==> src/rtl/drp_resp_pkg.sv <==
// Shared widths, FSM state type and register-file reset image for the DRP responder.
package drp_resp_pkg;

    localparam int DRP_AW     = 5;
    localparam int DRP_DW     = 16;
    localparam int DRP_DEPTH  = 1 << DRP_AW;
    localparam int DRP_LAT_CW = 4;

    typedef logic [DRP_DW-1:0] drp_word_t;

    typedef enum logic [1:0] {
        IDLE = 2'd0,
        WAIT = 2'd1,
        ACK  = 2'd2
    } drp_state_t;

    // Power-on image; 0x08 and 0x14 hold the default divider words.
    localparam drp_word_t DRP_RST_VAL [DRP_DEPTH] = '{
        16'h0000, 16'h0000, 16'h0000, 16'h0000, 16'h0000, 16'h0000, 16'h0000, 16'h0000,
        16'h1041, 16'h0000, 16'h0000, 16'h0000, 16'h0000, 16'h0000, 16'h0000, 16'h0000,
        16'h0000, 16'h0000, 16'h0000, 16'h0000, 16'h1041, 16'h0000, 16'h0000, 16'h0000,
        16'h0000, 16'h0000, 16'h0000, 16'h0000, 16'h0000, 16'h0000, 16'h0000, 16'h0000
    };

endpackage

==> src/rtl/drp_lock_timer.sv <==
// Emulated PLL lock: counts clean edges after RST_PLL drops and raises LOCKED once
// LOCK_CYCLES edges have elapsed; the counter saturates.
module drp_lock_timer #(
    parameter int LOCK_CYCLES = 16
) (
    input  logic CLK,
    input  logic RSTX,
    input  logic RST_PLL,
    output logic LOCKED
);

    localparam int             CW       = $clog2(LOCK_CYCLES + 1);
    localparam logic [CW-1:0]  LOCK_MAX = CW'(LOCK_CYCLES);

    logic [CW-1:0] r_cnt;
    logic [CW-1:0] w_cnt_next;
    logic          r_locked;

    always_comb begin
        w_cnt_next = r_cnt;
        if (RST_PLL) begin
            w_cnt_next = '0;
        end else if (r_cnt != LOCK_MAX) begin
            w_cnt_next = r_cnt + CW'(1);
        end
    end

    always_ff @(posedge CLK) begin
        if (!RSTX) begin
            r_cnt    <= '0;
            r_locked <= 1'b0;
        end else begin
            r_cnt    <= w_cnt_next;
            r_locked <= (w_cnt_next == LOCK_MAX);
        end
    end

    assign LOCKED = r_locked;

endmodule

==> src/rtl/drp_responder.sv <==
// DRP slave stand-in for a PLL: 32x16 register file, fixed-latency DRDY, lock emulation.
// Optional sticky protocol-error flag enabled by defining DRP_RESP_ERR_EN.
module drp_responder
    import drp_resp_pkg::*;
#(
    parameter int LATENCY     = 2,
    parameter int LOCK_CYCLES = 16
) (
    input  logic              CLK,
    input  logic              RSTX,
    input  logic              DEN,
    input  logic              DWE,
    input  logic [DRP_AW-1:0] DADDR,
    input  logic [DRP_DW-1:0] DI,
    input  logic              RST_PLL,
    output logic [DRP_DW-1:0] DO,
    output logic              DRDY,
    output logic              LOCKED
`ifdef DRP_RESP_ERR_EN
    ,
    output logic              PROT_ERR
`endif
);

    drp_state_t            r_state;
    drp_state_t            w_state_next;
    logic [DRP_LAT_CW-1:0] r_cnt;
    logic [DRP_LAT_CW-1:0] w_cnt_next;
    logic                  w_accept;
    logic [DRP_AW-1:0]     r_addr;
    logic                  r_we;
    logic                  r_drdy;
    drp_word_t             r_do;
    drp_word_t             r_mem [DRP_DEPTH];

    always_comb begin
        w_state_next = r_state;
        w_cnt_next   = r_cnt;
        w_accept     = 1'b0;
        unique case (r_state)
            IDLE: begin
                if (DEN) begin
                    w_accept     = 1'b1;
                    w_cnt_next   = DRP_LAT_CW'(LATENCY - 1);
                    w_state_next = (LATENCY == 1) ? ACK : WAIT;
                end
            end
            WAIT: begin
                w_cnt_next = r_cnt - DRP_LAT_CW'(1);
                if (r_cnt <= DRP_LAT_CW'(1)) begin
                    w_state_next = ACK;
                end
            end
            ACK: begin
                w_state_next = IDLE;
            end
            default: begin
                w_state_next = IDLE;
            end
        endcase
    end

    // DRDY/DO trail the ACK state by one edge so every output leaves a flop.
    always_ff @(posedge CLK) begin
        if (!RSTX) begin
            r_state <= IDLE;
            r_cnt   <= '0;
            r_addr  <= '0;
            r_we    <= 1'b0;
            r_drdy  <= 1'b0;
            r_do    <= '0;
        end else begin
            r_state <= w_state_next;
            r_cnt   <= w_cnt_next;
            if (w_accept) begin
                r_addr <= DADDR;
                r_we   <= DWE;
            end
            r_drdy <= (r_state == ACK);
            r_do   <= ((r_state == ACK) && !r_we) ? r_mem[r_addr] : '0;
        end
    end

    // Writes commit on the accepting edge, so any later read sees them.
    always_ff @(posedge CLK) begin
        if (!RSTX) begin
            for (int i = 0; i < DRP_DEPTH; i++) begin
                r_mem[i] <= DRP_RST_VAL[i];
            end
        end else if (w_accept && DWE) begin
            r_mem[DADDR] <= DI;
        end
    end

    drp_lock_timer #(
        .LOCK_CYCLES (LOCK_CYCLES)
    ) u_lock_timer (
        .CLK     (CLK),
        .RSTX    (RSTX),
        .RST_PLL (RST_PLL),
        .LOCKED  (LOCKED)
    );

`ifdef DRP_RESP_ERR_EN
    logic r_prot_err;

    // Strobes while busy, and writes to a running PLL, both count as violations.
    always_ff @(posedge CLK) begin
        if (!RSTX) begin
            r_prot_err <= 1'b0;
        end else if ((DEN && (r_state != IDLE)) || (w_accept && DWE && !RST_PLL)) begin
            r_prot_err <= 1'b1;
        end
    end

    assign PROT_ERR = r_prot_err;
`endif

    assign DRDY = r_drdy;
    assign DO   = r_do;

endmodule

==> config.mk <==
export PLATFORM = sky130hd
export DESIGN_NAME = drp_responder
export DESIGN_NICKNAME = d
export VERILOG_FILES = /design/src/rtl/drp_resp_pkg.sv /design/src/rtl/drp_lock_timer.sv /design/src/rtl/drp_responder.sv
export SDC_FILE = /design/constraint.sdc
export NUM_CORES = 1
export LEC_CHECK = 0
export BUFFER_PORTS_ARGS = -buffer_cell sky130_fd_sc_hd__clkbuf_2
export CORE_MARGIN = 2
export CORE_UTILIZATION = 34
export CTS_BUF_LIST = sky130_fd_sc_hd__clkbuf_8
export CTS_CLUSTER_DIAMETER = 100
export CTS_CLUSTER_SIZE = 40
export DETAILED_ROUTE_END_ITERATION = 7
export GPL_TIMING_DRIVEN = 0
export PLACE_DENSITY = 0.54
export SYNTH_ARGS = -nofsm -noshare
export SYNTH_HDL_FRONTEND = slang
export SYNTH_SLANG_ARGS = --single-unit
==> constraint.sdc <==
create_clock -name CLK -period 3.8 [get_ports CLK]
set_input_delay 0.38 -clock CLK [delete_from_list [all_inputs] [get_ports CLK]]
set_output_delay 0.38 -clock CLK [all_outputs]
set_load 0.05 [all_outputs]
### Word-level counts from Yosys, hierarchy flattened

Memories as Yosys holds them, arrays and structs flattened. A register that Yosys moved wholly into a read port is not among the register bits.
Cells that the tools add are included.

| word-level totals | value |
|---|---|
| flip-flop bits (word level) | 19 |
| memory bits (writable) | 512 |
| input port bits | 26 |
| logic and storage cells | 43 |
| memories | 1 |

| cells by class | value |
|---|---|
| $add $sub $neg | 2 |
| $lt $le $gt $ge | 1 |
| equality and inequality tests | 6 |
| muxes and demuxes | 16 |
| reduce and logical (&&, ||, !) cells | 10 |

Memories:

| memory | depth | bits a word | read ports | clocked after Yosys merged registers in | write ports | line | source |
|---|---|---|---|---|---|---|---|
| r_mem | 32 | 16 | 1 | 1 | 32 | drp_responder.sv:34 | `drp_word_t r_mem [DRP_DEPTH];` |

Operators with widths:

| operator | number |
|---|---|
| $mux 16 | 1 |
| $reduce_or 16->1 | 1 |
| $mux 5 | 3 |
| $pmux 4 s2 | 1 |
| $mux 1 | 7 |
| $reduce_and 2->1 | 3 |
| $add 5x1->5 const B | 1 |
| $eq 5x5->1 const B | 1 |
| $ne 5x5->1 const B | 1 |
| $le 4x1->1 const B | 1 |
| $mux 2 | 2 |
| $mux 4 | 1 |
| $ne 2x2->1 const B | 2 |
| $pmux 2 s2 | 1 |
| $sub 4x1->4 const B | 1 |
| $eq 2x1->1 const B | 1 |
| $eq 2x2->1 const B | 1 |
| $logic_and 1x1->1 | 2 |
| $logic_not 1->1 | 2 |
| $logic_not 2->1 | 1 |
| $reduce_bool 2->1 | 1 |

### Logic depth before layout (Yosys ltp)

Gate-level depths: netlist of the first run.

| depth | value |
|---|---|
| depth after elaboration | 8 |
| gate-level depth with buffers | 7 |
| gate-level depth less buffers | 6 |

### Cells and area by module

From an unflattened synthesis of the first run, not the netlist that was laid out.

| second synthesis, totals | value |
|---|---|
| cell total of the unflattened synthesis | 1623 |
| area total of the unflattened synthesis | 25022.7 um^2 |

Modules (own cells, without submodules):

| module | instances | cells each | area each (um^2) |
|---|---|---|---|
| drp_responder | 1 | 1586 | 24718.7 |
| drp_lock_timer | 1 | 37 | 304.0 |

### Least setup slack after synthesis of the first run

OpenSTA, ideal clock, no wires.

| path | value |
|---|---|
| kind | input -> register |
| start point | input DADDR[4] |
| end point | memory r_mem[9][0] (netlist bit), enable pin |
| setup time | 411 ps |
| arrival time | 2660 ps |
| path slack | 729 ps |
| stages on the path | 5 |
| path buffers | 2 |
| cell sequence | buf_4 > nand2b_4 > or4b_4 > buf_6 > o21ai_0 |

RTL lines:

| element | line | source |
|---|---|---|
| from (decl) | drp_responder.sv:13 | `input logic [DRP_AW-1:0] DADDR,` |
| to (decl) | drp_responder.sv:34 |  |

==> reports/metrics.cfg, run 1 <==
[die]
rows=99
coreArea_um2=72800
die_area_um2=75700
fp.dieH_um=275
die_w_um=275
io_pins=44
start_util_pct=34.3

[setup_path]
startpoint_type=register
end_kind=register
cp_max_fo=16
crit_required_ns=4.14
path_class=register to register
arrival_ns=3.39

[finish]
fin_cells=2687
synthToLayoutAreaGrowth_pct=9.81
fillCellCount=6898
nets=1738
post-route-util_pct=37.7
seqCellArea_um2=16100
fin_area_um2=27500
layout-drive-gt1-share_pct=18.9
multi_input_area_um2=8240

[timing]
setup_viol=0
tightestPinTransition_ns=1.20
period_share_pct=80.1
final_hold_viol_count=0
relSlewSlack_pct=19.7
drv_slew=0
clock_skew_ns=0.0587
clock.fmax_mhz=329
layout_min_cycle_time_ns=3.04
rsz0062_at_grt=no

[placement]
dp.cells=2639
portBuffers=41
dpl.hpwl_mm=53.0
place_congestion=0.830
placed_area_um2=26700

[pwr]
power.leakage_nw=9.73
power.share.combinational_pct=10.5
p_sw_w=0.00305
p_per_area_nw_per_um2=404
cellInternalPower_w=0.00803
pwr-share-seq_pct=61.6
ir_worst_vdd_uv=233
clkPwrFrac_pct=27.9
switching_share_pct=27.5

[synthesis]
yosysWarnings=0
synth_edf_count=512
synth_compound_area_share_pct=2.90
synth_xor_area_share_pct=0.0701
synth_cells=1623
synth_adder_area_share_pct=0.200
synth_top_family_by_area=simple AND/OR/NAND/NOR gates
syn_area_um2=25000
syn_area_per_cell_um2=15.4
ys.flop_type=edfxtp_1
synthSimpleGateAreaFrac_pct=16.7
ys_seq_area_share_pct=64.3
synth_nets=1653
synth-async-reset-ratio_pct=0
synth_seq_cells=547
muxShareOfSynthArea_pct=12.9
netlist-cell-type-count=54

[grt]
grt_util_all_layers_pct=19.4
grt_pass1_wl_mm=104
grt_overflow=0
antenna_found_initial=2
grt_max_degree=42
grt_pass1_vias=14100

[clock_tree]
post_cts_buffers=0
cts_root_buffer=clkbuf_8
cts_tree=built
clk_pin_slew_ns=0.23
clk_latency_ns=0.72
clock_sinks=547
htree_levels=1
ctsLongestPathBuffers=3
cts_buffers=24

[detailed_routing]
dr.pass1.iters=5
viasPerCell=5.18
drt_iter0_drc=1338
remaining_drc_errors=0
vias=13900
postRouteAntennaNets=0
routed_wirelength_mm=73.2
wire_per_inst_um=27.2

[run_status]
status=finished, final reports clean

[hold_path]
hold_path_class=input port to register

[run]
cap_violations=0

==> placed cells by master (no fill, tap or decap), drive strengths merged, types with 2 or more instances in the layout <==
cell and count:
inv 21, a22oi 16, a221oi 10, mux2i 70
clkbuf 140, dfxtp 35, dlygate4sd3 2, nand2 17
mux4 112, or4b 3, a21oi 4, or3 3
and2 508, edfxtp 512, ha 4, o2111ai 6
a31oi 16, diode 2, o21ai 29, nor3b 2
nand3 5, clkinv 5, nor2 32, nor2b 11
xor2 2, buf 86, nand2b 27, nor4 5
nor3 14, a221o 16
==> worst max-delay path: stages (launching register included) <==
cell and delay, ns:
dfxtp_1 0.39, and4bb_4 0.40, nand3_4 0.18, nor3_2 0.72
nand2b_1 0.95
==> cell families after synthesis <==
kind of cell,after synthesis
AO/OA/AOI/OAI,102
XOR/XNOR,2
adder cells (fa/ha/maj),4
buffers and inverters,152
flip-flops,547
multiplexers,182
AND/OR/NAND/NOR,634
==> timing repair <==
item / CTS / global route
resized for setup: 0 / 0
hold endpoints to repair: 2 / 0
hold buffers: 2 / 0
==> stage by stage <==
stage | worst slack, ns | hold slack (ns) | power, W | setup TNS [ns]
3_3_place_gp | -1.04 | 0.493 | 0.00808 | -138.11
3_5_place_dp | 0.461 | 0.502 | 0.00813 | 0
4_1_cts | 0.708 | 0.00419 | 0.0111 | 0
6_report | 0.757 | 0.0255 | 0.0111 | 0
2_1_floorplan | 0.729 | 0.469 | 0.00762 | 0
5_1_grt | 0.627 | 0.0425 | 0.0114 | 0
==> flip-flops by register name, summed over array words and instances, names as in the netlist <==
register / flops
DO: 16
r_mem: 512
u_lock_timer.LOCKED: 1
r_cnt: 4
u_lock_timer.r_cnt: 5
DRDY: 1
r_state: 2
r_addr: 5
r_we: 1
==> final cells by class <==
class	instances	area share (%)
antenna	2	0.0182
buffer	144	2.61
clock buffer	25	1.25
clock inverter	19	1.24
inverter	8	0.109
multi-input combinational	924	30.0
sequential	547	58.5
tap	959	4.37
timing repair buffer	59	1.85
==> metal layers <==
layer	vias to the layer above	part of all wire [%]	GRT usage, %
li1	6125	-	-
met1	7355	43	26.8
met2	382	49	33.2
met3	55	5.1	1.71
met4	0	2.4	4.71
met5	-	0	0
==> cell usage after synthesis, types with 2 or more instances <==
| cell type | n | share of area [%] |
|---|---|---|
| a21oi_1 | 4 | 0.080 |
| a221o_1 | 16 | 0.64 |
| a221oi_1 | 10 | 0.35 |
| a22oi_1 | 16 | 0.48 |
| a31oi_1 | 16 | 0.40 |
| and2_1 | 508 | 13 |
| buf_1 | 5 | 0.075 |
| buf_2 | 36 | 0.72 |
| buf_4 | 23 | 0.69 |
| buf_6 | 6 | 0.27 |
| clkbuf_1 | 74 | 1.1 |
| dfxtp_1 | 35 | 2.8 |
| edfxtp_1 | 512 | 61 |
| ha_1 | 4 | 0.20 |
| inv_1 | 7 | 0.11 |
| mux2i_1 | 70 | 2.8 |
| mux4_2 | 112 | 10 |
| nand2_1 | 16 | 0.24 |
| nand2b_1 | 25 | 0.63 |
| nand2b_4 | 2 | 0.11 |
| nand3_1 | 4 | 0.080 |
| nor2_1 | 20 | 0.30 |
| nor2_4 | 8 | 0.36 |
| nor2_8 | 3 | 0.24 |
| nor2b_1 | 11 | 0.28 |
| nor3_1 | 2 | 0.040 |
| nor3_2 | 3 | 0.12 |
| nor3_4 | 9 | 0.59 |
| nor3b_1 | 2 | 0.060 |
| nor4_4 | 3 | 0.26 |
| o2111ai_1 | 6 | 0.21 |
| o21ai_0 | 29 | 0.58 |
| or3_1 | 3 | 0.075 |
| or4b_1 | 2 | 0.080 |
| xor2_1 | 2 | 0.070 |
==> final timing paths <==
kind | start | endpoint | slack [ns] | cells past startpoint
max | r_state[0] | r_mem[14][12] | 0.76 | 4
min | DI[13] | r_mem[8][13] | 0.03 | 2
max reg2reg | r_state[0] | r_mem[14][12] | 0.76 | 4
min reg2reg | r_cnt[2] | r_cnt[2] | 0.53 | 2
==> power groups by stage <==
stage               Combinational, W  Sequential (W)  Clock [W]
finish                       0.00117         0.00683    0.00309
CTS                          0.00117         0.00683    0.00312
global route                 0.00122         0.00685    0.00332
floorplan                   0.000665         0.00695          0
detailed placement           0.00117         0.00697          0
global placement             0.00112         0.00696          0
No activity file was read; power rests on OpenSTA's default activity.
==> run 2, diff against run 1 <==
Settings changed: ABC_AREA from default to 1.
Clock period 3.8 ns to 3.1 ns, I/O delays scaled along.
==> run 2 against run 1 <==
Net effect: highest routed layer is now met5; flip-flop and latch count unchanged; worst setup slack worse by 0.76 ns; clock power up 21%; die area down 2.0%; final area down 3.0%; sequential power up 23%; the run now ends with setup timing left; fmax down 2.0%; critical path type unchanged; utilization down 0.37 points; critical endpoint is now DO[7].
==> reports/metrics.cfg, run 2 <==
[run_status]
status=finished, violations left  ; was finished, final reports clean
violations=setup timing

[run]
cap_violations=0  ; unchanged

[detailed_routing]
remaining_drc_errors=0  ; unchanged
dr.pass1.iters=6  ; was 5
drt_iter0_drc=2523  ; was 1338
wire_per_inst_um=24.7  ; was 27.2 µm
postRouteAntennaNets=0  ; unchanged
met2_length_mm=40.0  ; was 36.1 mm
vias=19100  ; was 13900
routed-wl-met3_mm=9.24  ; was 3.71 mm
wl_met1_mm=36.0  ; was 31.7 mm
topRoutingLayerUsed=met5  ; was met4
viasPerCell=5.31  ; was 5.18
routed_wirelength_mm=88.9  ; was 73.2 mm

[clock_tree]
htree_levels=1  ; unchanged
cts_root_buffer=clkbuf_8  ; unchanged
clk_pin_slew_ns=0.17  ; was 0.23 ns
cts_buffers=26  ; was 24
post_cts_buffers=0  ; unchanged
cts_tree=built  ; unchanged
clk_latency_ns=0.72  ; about the same
clock_sinks=547  ; unchanged
ctsLongestPathBuffers=3  ; unchanged

[die]
rows=98  ; was 99
start_util_pct=34.3  ; about the same
die_area_um2=74200  ; was 75700 µm²
fp.dieH_um=272  ; was 275 µm
io_pins=44  ; unchanged
coreArea_um2=71400  ; was 72800 µm²
die_w_um=272  ; was 275 µm

[synthesis]
yosys.area.top_type_share_pct=62.7  ; was 61.5%
synth_largest_area_cell=edfxtp_1  ; unchanged
synth_nets=2587  ; was 1653
syn_area_per_cell_um2=9.58  ; was 15.4 µm²
yosysWarnings=0  ; unchanged
synth_common_cells=685 x nand2_1, 618 x nor2_1, 512 x edfxtp_1  ; was 512 x edfxtp_1, 508 x and2_1, 112 x mux4_2
synth.most_common_cell=nand2_1  ; was edfxtp_1
ys.flop_type=edfxtp_1  ; unchanged
synth_seq_cells=547  ; unchanged
syn_area_um2=24500  ; was 25000 µm²
synth_edf_count=512  ; unchanged
netlist_top_cells_area=edfxtp_1 63%, nand2_1 10%, nor2_1 9.5%  ; was edfxtp_1 61%, and2_1 13%, mux4_2 10%
netlist-cell-type-count=26  ; was 54
synth-async-reset-ratio_pct=0  ; unchanged
ys_seq_area_share_pct=65.6  ; was 64.3%
synth_cells=2557  ; was 1623

[timing]
rsz0062_at_grt=no  ; unchanged
clock_skew_ns=0.0451  ; was 0.0587 ns
drv_slew=0  ; unchanged
setup_viol=1  ; was 0
relSlewSlack_pct=17.4  ; was 19.7%
clock.fmax_mhz=322  ; was 329 MHz
period_share_pct=100  ; was 80.1%
layout_min_cycle_time_ns=3.10  ; was 3.04 ns
tightestPinTransition_ns=1.23  ; was 1.20 ns
layout_setup_ws_ns=-0.00492  ; was 0.757 ns
fin_setup_tns_ns=-0.00492  ; was 0 ns
final_hold_viol_count=0  ; unchanged

[grt]
grt_max_degree=39  ; was 42
grt_pass1_vias=18100  ; was 14100
grt_pass1_wl_mm=126  ; was 104 mm
grt_util_all_layers_pct=23.6  ; was 19.4%
grt_overflow=0  ; unchanged
antenna_found_initial=2  ; unchanged

[pwr]
switching_share_pct=31.3  ; was 27.5%
p_sw_w=0.00448  ; was 0.00305 W
cellInternalPower_w=0.00984  ; was 0.00803 W
pwr-share-seq_pct=58.5  ; was 61.6%
power.share.combinational_pct=15.4  ; was 10.5%
ir_worst_vdd_uv=303  ; was 233 µV
power.leakage_nw=10.4  ; was 9.73 nW
p_per_area_nw_per_um2=537  ; was 404 nW/µm²
clkPwrFrac_pct=26.1  ; was 27.9%

[placement]
portBuffers=42  ; was 41
place_congestion=0.987  ; was 0.830
dpl.hpwl_mm=64.9  ; was 53.0 mm

[setup_path]
cp_max_fo=10  ; was 16
crit_required_ns=3.69  ; was 4.14 ns
cpMostUsedCell=nor2_1
startpoint_type=register  ; unchanged
cp_slowest_cell=clkbuf_1  ; was nand2b_1
arrival_ns=3.70  ; was 3.39 ns
slowest_delay_ns=0.65  ; was 0.95 ns
cp_cell_sequence=clkbuf_1 -> inv_1 -> buf_2 -> buf_1 -> nand2_1 -> nand2_1 -> nor2_1 -> nor2_1 -> nor2_1  ; was and4bb_4 -> nand3_4 -> nor3_2 -> nand2b_1
path_class=register to register  ; unchanged
end_kind=register  ; unchanged

[finish]
largest_register_ffs=512  ; unchanged
fillCellCount=7270  ; was 6898
top_register=r_mem  ; unchanged
layout-drive-gt1-share_pct=7.32  ; was 18.9%
synthToLayoutAreaGrowth_pct=8.72  ; was 9.81%
post-route-util_pct=37.3  ; was 37.7%
final_common_cell=nand2_1  ; was edfxtp_1
mostFrequentLayoutCells=680 x nand2_1, 618 x nor2_1, 512 x edfxtp_1  ; was 512 x edfxtp_1, 508 x and2_1, 112 x mux4_2
nets=2661  ; was 1738

[hold_path]
hold_path_class=input port to register  ; unchanged

[run 2: final timing paths]
path / startpoint / end / slack (ns) / depth (start not counted)
max: r_addr[2] / DO[7] / -0.005 / 9
max reg2reg: r_addr[2] / DO[7] / -0.005 / 9
min: DEN / r_cnt[1] / 0.04 / 4
min reg2reg: r_cnt[3] / r_cnt[3] / 0.48 / 2
[run 2: power by group through the flow]
stage / registers (W) / logic, W / clock network, W
after floorplan: 0.00853 / 0.00116 / 0
after detailed placement: 0.00855 / 0.00213 / 0
final: 0.00838 / 0.00220 / 0.00373
after CTS: 0.00838 / 0.00214 / 0.00374
after global placement: 0.00854 / 0.00211 / 0
after global routing: 0.00841 / 0.00232 / 0.00399
[run 2: layout make-up]
cell class,instances,area (µm²),area share [%]
Inverter,45,169,0.634
Multi-Input combinational cell,1770,7390,27.8
Clock buffer,27,372,1.39
Buffer,195,878,3.30
Sequential cell,547,16100,60.3
Antenna cell,2,5.00,0.0188
Timing Repair Buffer,46,250,0.939
Tap cell,950,1190,4.46
Clock inverter,21,308,1.16
[run 2: what timing repair did]
action / in CTS / in global routing
endpoints found under the setup margin: 2 / 53
hold buffers: 4 / 0
resized for setup: 1 / 5
endpoints found under the hold margin: 11 / 0
[run 2: per-stage QoR]
| stage | power, W | hold WS (ns) | std cells | cell area (µm²) | worst slack [ns] |
|---|---|---|---|---|---|
| 6_report | 0.0143 | 0.0446 | 3603 | 26600 | -0.00492 |
| 5_1_grt | 0.0147 | 0.0496 | 3601 | 26600 | 0.0141 |
| 4_1_cts | 0.0143 | 0.0146 | 3601 | 26600 | 0.139 |
| 3_5_place_dp | 0.0107 | 0.460 | 3549 | 25900 | -0.197 |
| 3_3_place_gp | 0.0107 | 0.456 | 3549 | 25900 | -0.128 |
| 2_1_floorplan | 0.00969 | 0.388 | 2557 | 24500 | 0.939 |
[run 2: logic make-up after synthesis]
group / count (synthesis) / synth area share (%)
compound gates: 68 / 1.41
xor+xnor: 3 / 0.107
fa+ha+maj: 4 / 0.204
buf+inv: 240 / 4.27
flops: 547 / 65.6
simple gates: 1695 / 28.4
[run 2: critical path: cells and delay by family (launching register included)]
family	cells	cell delay, ns
AND/OR/NAND/NOR	5	1.15
buffers and inverters	4	1.48
flip-flops	1	0.34
[run 2: per-layer routing]
metal  vias to the layer above  track usage, %
met5                         -               0
met4                         2            8.31
met3                       161            5.57
met2                       992            37.3
met1                      9363            31.9
li1                       8596               -
==> run 3, diff against run 2 <==
Settings changed: CORE_UTILIZATION 34 to 35, PLACE_DENSITY 0.54 to 0.55.
==> run 3 against run 2 <==
Net effect: the run now ends clean; global-route usage grew 1.1 points; utilization grew 0.76 points; non-clock buffer count shrank 1; critical path depth shrank 1; total power decreased by 1.4%; final area shrank 0.39%; first-iteration DRC count decreased by 1.7%; fmax grew 2.2%; die area is 2.8% lower; worst setup slack improved by 0.066 ns.
==> reports/metrics.cfg, run 3 (synthesis results as in run 2) <==
[detailed_routing]
dr.pass1.iters=6  ; unchanged
routed_wirelength_mm=90.1  ; was 88.9 mm
wire_per_inst_um=25.1  ; was 24.7 µm
remaining_drc_errors=0  ; unchanged
drt_iter0_drc=2479  ; was 2523
vias=19300  ; was 19100
viasPerCell=5.40  ; was 5.31
postRouteAntennaNets=0  ; unchanged

[grt]
grt_pass1_wl_mm=127  ; was 126 mm
grt_util_all_layers_pct=24.7  ; was 23.6%
grt_overflow=0  ; unchanged
grt_max_degree=42  ; was 39
grt_pass1_vias=18200  ; was 18100
antenna_found_initial=4  ; was 2

[setup_path]
arrival_ns=3.58  ; was 3.70 ns
startpoint_type=register  ; unchanged
crit_family=buffers and inverters  ; unchanged
slowest_delay_ns=0.55  ; was 0.65 ns
cpMostUsedCell=nor2_1  ; unchanged
crit_required_ns=3.64  ; was 3.69 ns
cp_cell_sequence=clkbuf_1 -> inv_1 -> buf_2 -> buf_1 -> nand3_1 -> a21oi_1 -> nor2_1 -> nor2_1  ; was clkbuf_1 -> inv_1 -> buf_2 -> buf_1 -> nand2_1 -> nand2_1 -> nor2_1 -> nor2_1 -> nor2_1
reg2reg_depth=8  ; was 9
cp_max_fo=10  ; unchanged
path_class=register to register  ; unchanged
r2r-start=r_addr[2]  ; unchanged
cp_num_buf_inv=4  ; unchanged
critPathLaunch=r_addr[2]  ; unchanged
end_kind=register  ; unchanged
crit_cells=8  ; was 9
cp_slowest_cell=buf_1  ; was clkbuf_1

[clock_tree]
ctsLongestPathBuffers=3  ; unchanged
cts_buffers=22  ; was 26
cts_tree=built  ; unchanged
post_cts_buffers=0  ; unchanged
htree_levels=1  ; unchanged
cts_root_buffer=clkbuf_8  ; unchanged
clk_latency_ns=0.74  ; was 0.72 ns
clock_sinks=547  ; unchanged
clk_pin_slew_ns=0.24  ; was 0.17 ns

[pwr]
p_sw_w=0.00442  ; was 0.00448 W
switching_share_pct=31.3  ; about the same
ir_worst_vdd_uv=292  ; was 303 µV
cellInternalPower_w=0.00970  ; was 0.00984 W
p_per_area_nw_per_um2=532  ; was 537 nW/µm²
pwr-share-seq_pct=59.4  ; was 58.5%
power.leakage_nw=10.3  ; was 10.4 nW
clkPwrFrac_pct=25.0  ; was 26.1%
power.share.combinational_pct=15.7  ; was 15.4%

[timing]
rsz0062_at_grt=no  ; unchanged
clock_skew_ns=0.0908  ; was 0.0451 ns
layout_min_cycle_time_ns=3.04  ; was 3.10 ns
setup_viol=0  ; was 1
fin_setup_tns_ns=0  ; was -0.00492 ns
final_hold_viol_count=0  ; unchanged
drv_slew=0  ; unchanged
tightestPinTransition_ns=1.26  ; was 1.23 ns
relSlewSlack_pct=16.2  ; was 17.4%
fin_hold_ws_ns=0.0657  ; was 0.0446 ns
clock.fmax_mhz=329  ; was 322 MHz
period_share_pct=98.0  ; was 100%

[finish]
largest_register_ffs=512  ; unchanged
seqCellArea_um2=16100  ; unchanged
synthToLayoutAreaGrowth_pct=8.30  ; was 8.72%
final_common_cell=nand2_1  ; unchanged
fillCellCount=7048  ; was 7270
fin_area_um2=26500  ; was 26600 µm²
top_register=r_mem  ; unchanged
nets=2656  ; was 2661
layout-drive-gt1-share_pct=7.08  ; was 7.32%
post-route-util_pct=38.1  ; was 37.3%
multi_input_area_um2=7400  ; was 7390 µm²
mostFrequentLayoutCells=679 x nand2_1, 618 x nor2_1, 512 x edfxtp_1  ; was 680 x nand2_1, 618 x nor2_1, 512 x edfxtp_1
fin_cells=3583  ; was 3603

[die]
coreArea_um2=69700  ; was 71400 µm²
rows=97  ; was 98
io_pins=44  ; unchanged
fp.dieH_um=269  ; was 272 µm
die_area_um2=72100  ; was 74200 µm²
start_util_pct=35.2  ; was 34.3%
die_w_um=269  ; was 272 µm

[run]
cap_violations=0  ; unchanged

[placement]
placed_area_um2=25900  ; about the same
place_congestion=0.986  ; was 0.987
dpl.hpwl_mm=65.1  ; was 64.9 mm
dp.cells=3539  ; was 3549
portBuffers=42  ; unchanged

[hold_path]
min_path_cells=5  ; was 4
hold_path_class=input port to register  ; unchanged
min_from=DWE  ; was DEN

[run_status]
status=finished, final reports clean  ; was finished, violations left

## run 3: cell count changes in the layout (fill, tap and decap cells not counted), sizes merged
cell and change:
clkinv -3, clkbuf -4, diode -1, dlygate4sd3 -1
clkinvlp +1, inv -2
## run 3: area by class of cell
type | count | share of cell area [%]
Sequential cell | 547 | 60.6
Timing Repair Buffer | 45 | 0.905
Clock buffer | 23 | 1.19
Multi-Input combinational cell | 1770 | 27.9
Antenna cell | 1 | 0.00943
Clock inverter | 17 | 1.04
Tap cell | 940 | 4.43
Buffer | 195 | 3.31
Inverter | 45 | 0.636
## run 3: routing by layer
layer / share of wire (%) / vias to the layer above / track usage, % / routed length (µm)
met5: 0.014 / - / 0 / 13
met4: 4.2 / 2 / 8.75 / 3820
met2: 45 / 1041 / 38.9 / 40300
met1: 41 / 9553 / 34.6 / 37200
met3: 9.7 / 172 / 4.07 / 8770
li1: - / 8563 / - / -
## run 3: final timing paths
check	endpoint	slack, ns
min reg2reg	r_cnt[3]	0.50
min	r_we	0.07
max reg2reg	DO[9]	0.06
max	DO[9]	0.06
## run 3: per-stage QoR
stage          total power, W  setup WS, ns
2_1_floorplan         0.00969         0.939
3_3_place_gp           0.0107        -0.327
3_5_place_dp           0.0107        -0.333
4_1_cts                0.0140        0.0656
5_1_grt                0.0145       0.00447
6_report               0.0141        0.0609
## run 3: worst min-delay path, delay by kind of cell
| kind | cells | cell delay (ns) |
|---|---|---|
| buf+inv | 2 | 0.20 |
| simple gates | 3 | 0.29 |
## run 3: power groups by stage
stage,sequential [W],clock (W),combinational [W]
after floorplan,0.00853,0,0.00116
after global placement,0.00854,0,0.00212
after detailed placement,0.00855,0,0.00213
after CTS,0.00839,0.00352,0.00214
after global routing,0.00841,0.00374,0.00231
final,0.00839,0.00352,0.00221
## run 3: what timing repair did
| action | CTS | global route |
|---|---|---|
| setup endpoints to repair | 27 | 89 |
| hold endpoints to repair | 10 | 0 |
| resized for setup | 2 | 9 |
| gates cloned | 0 | 0 |
| hold buffers | 3 | 0 |
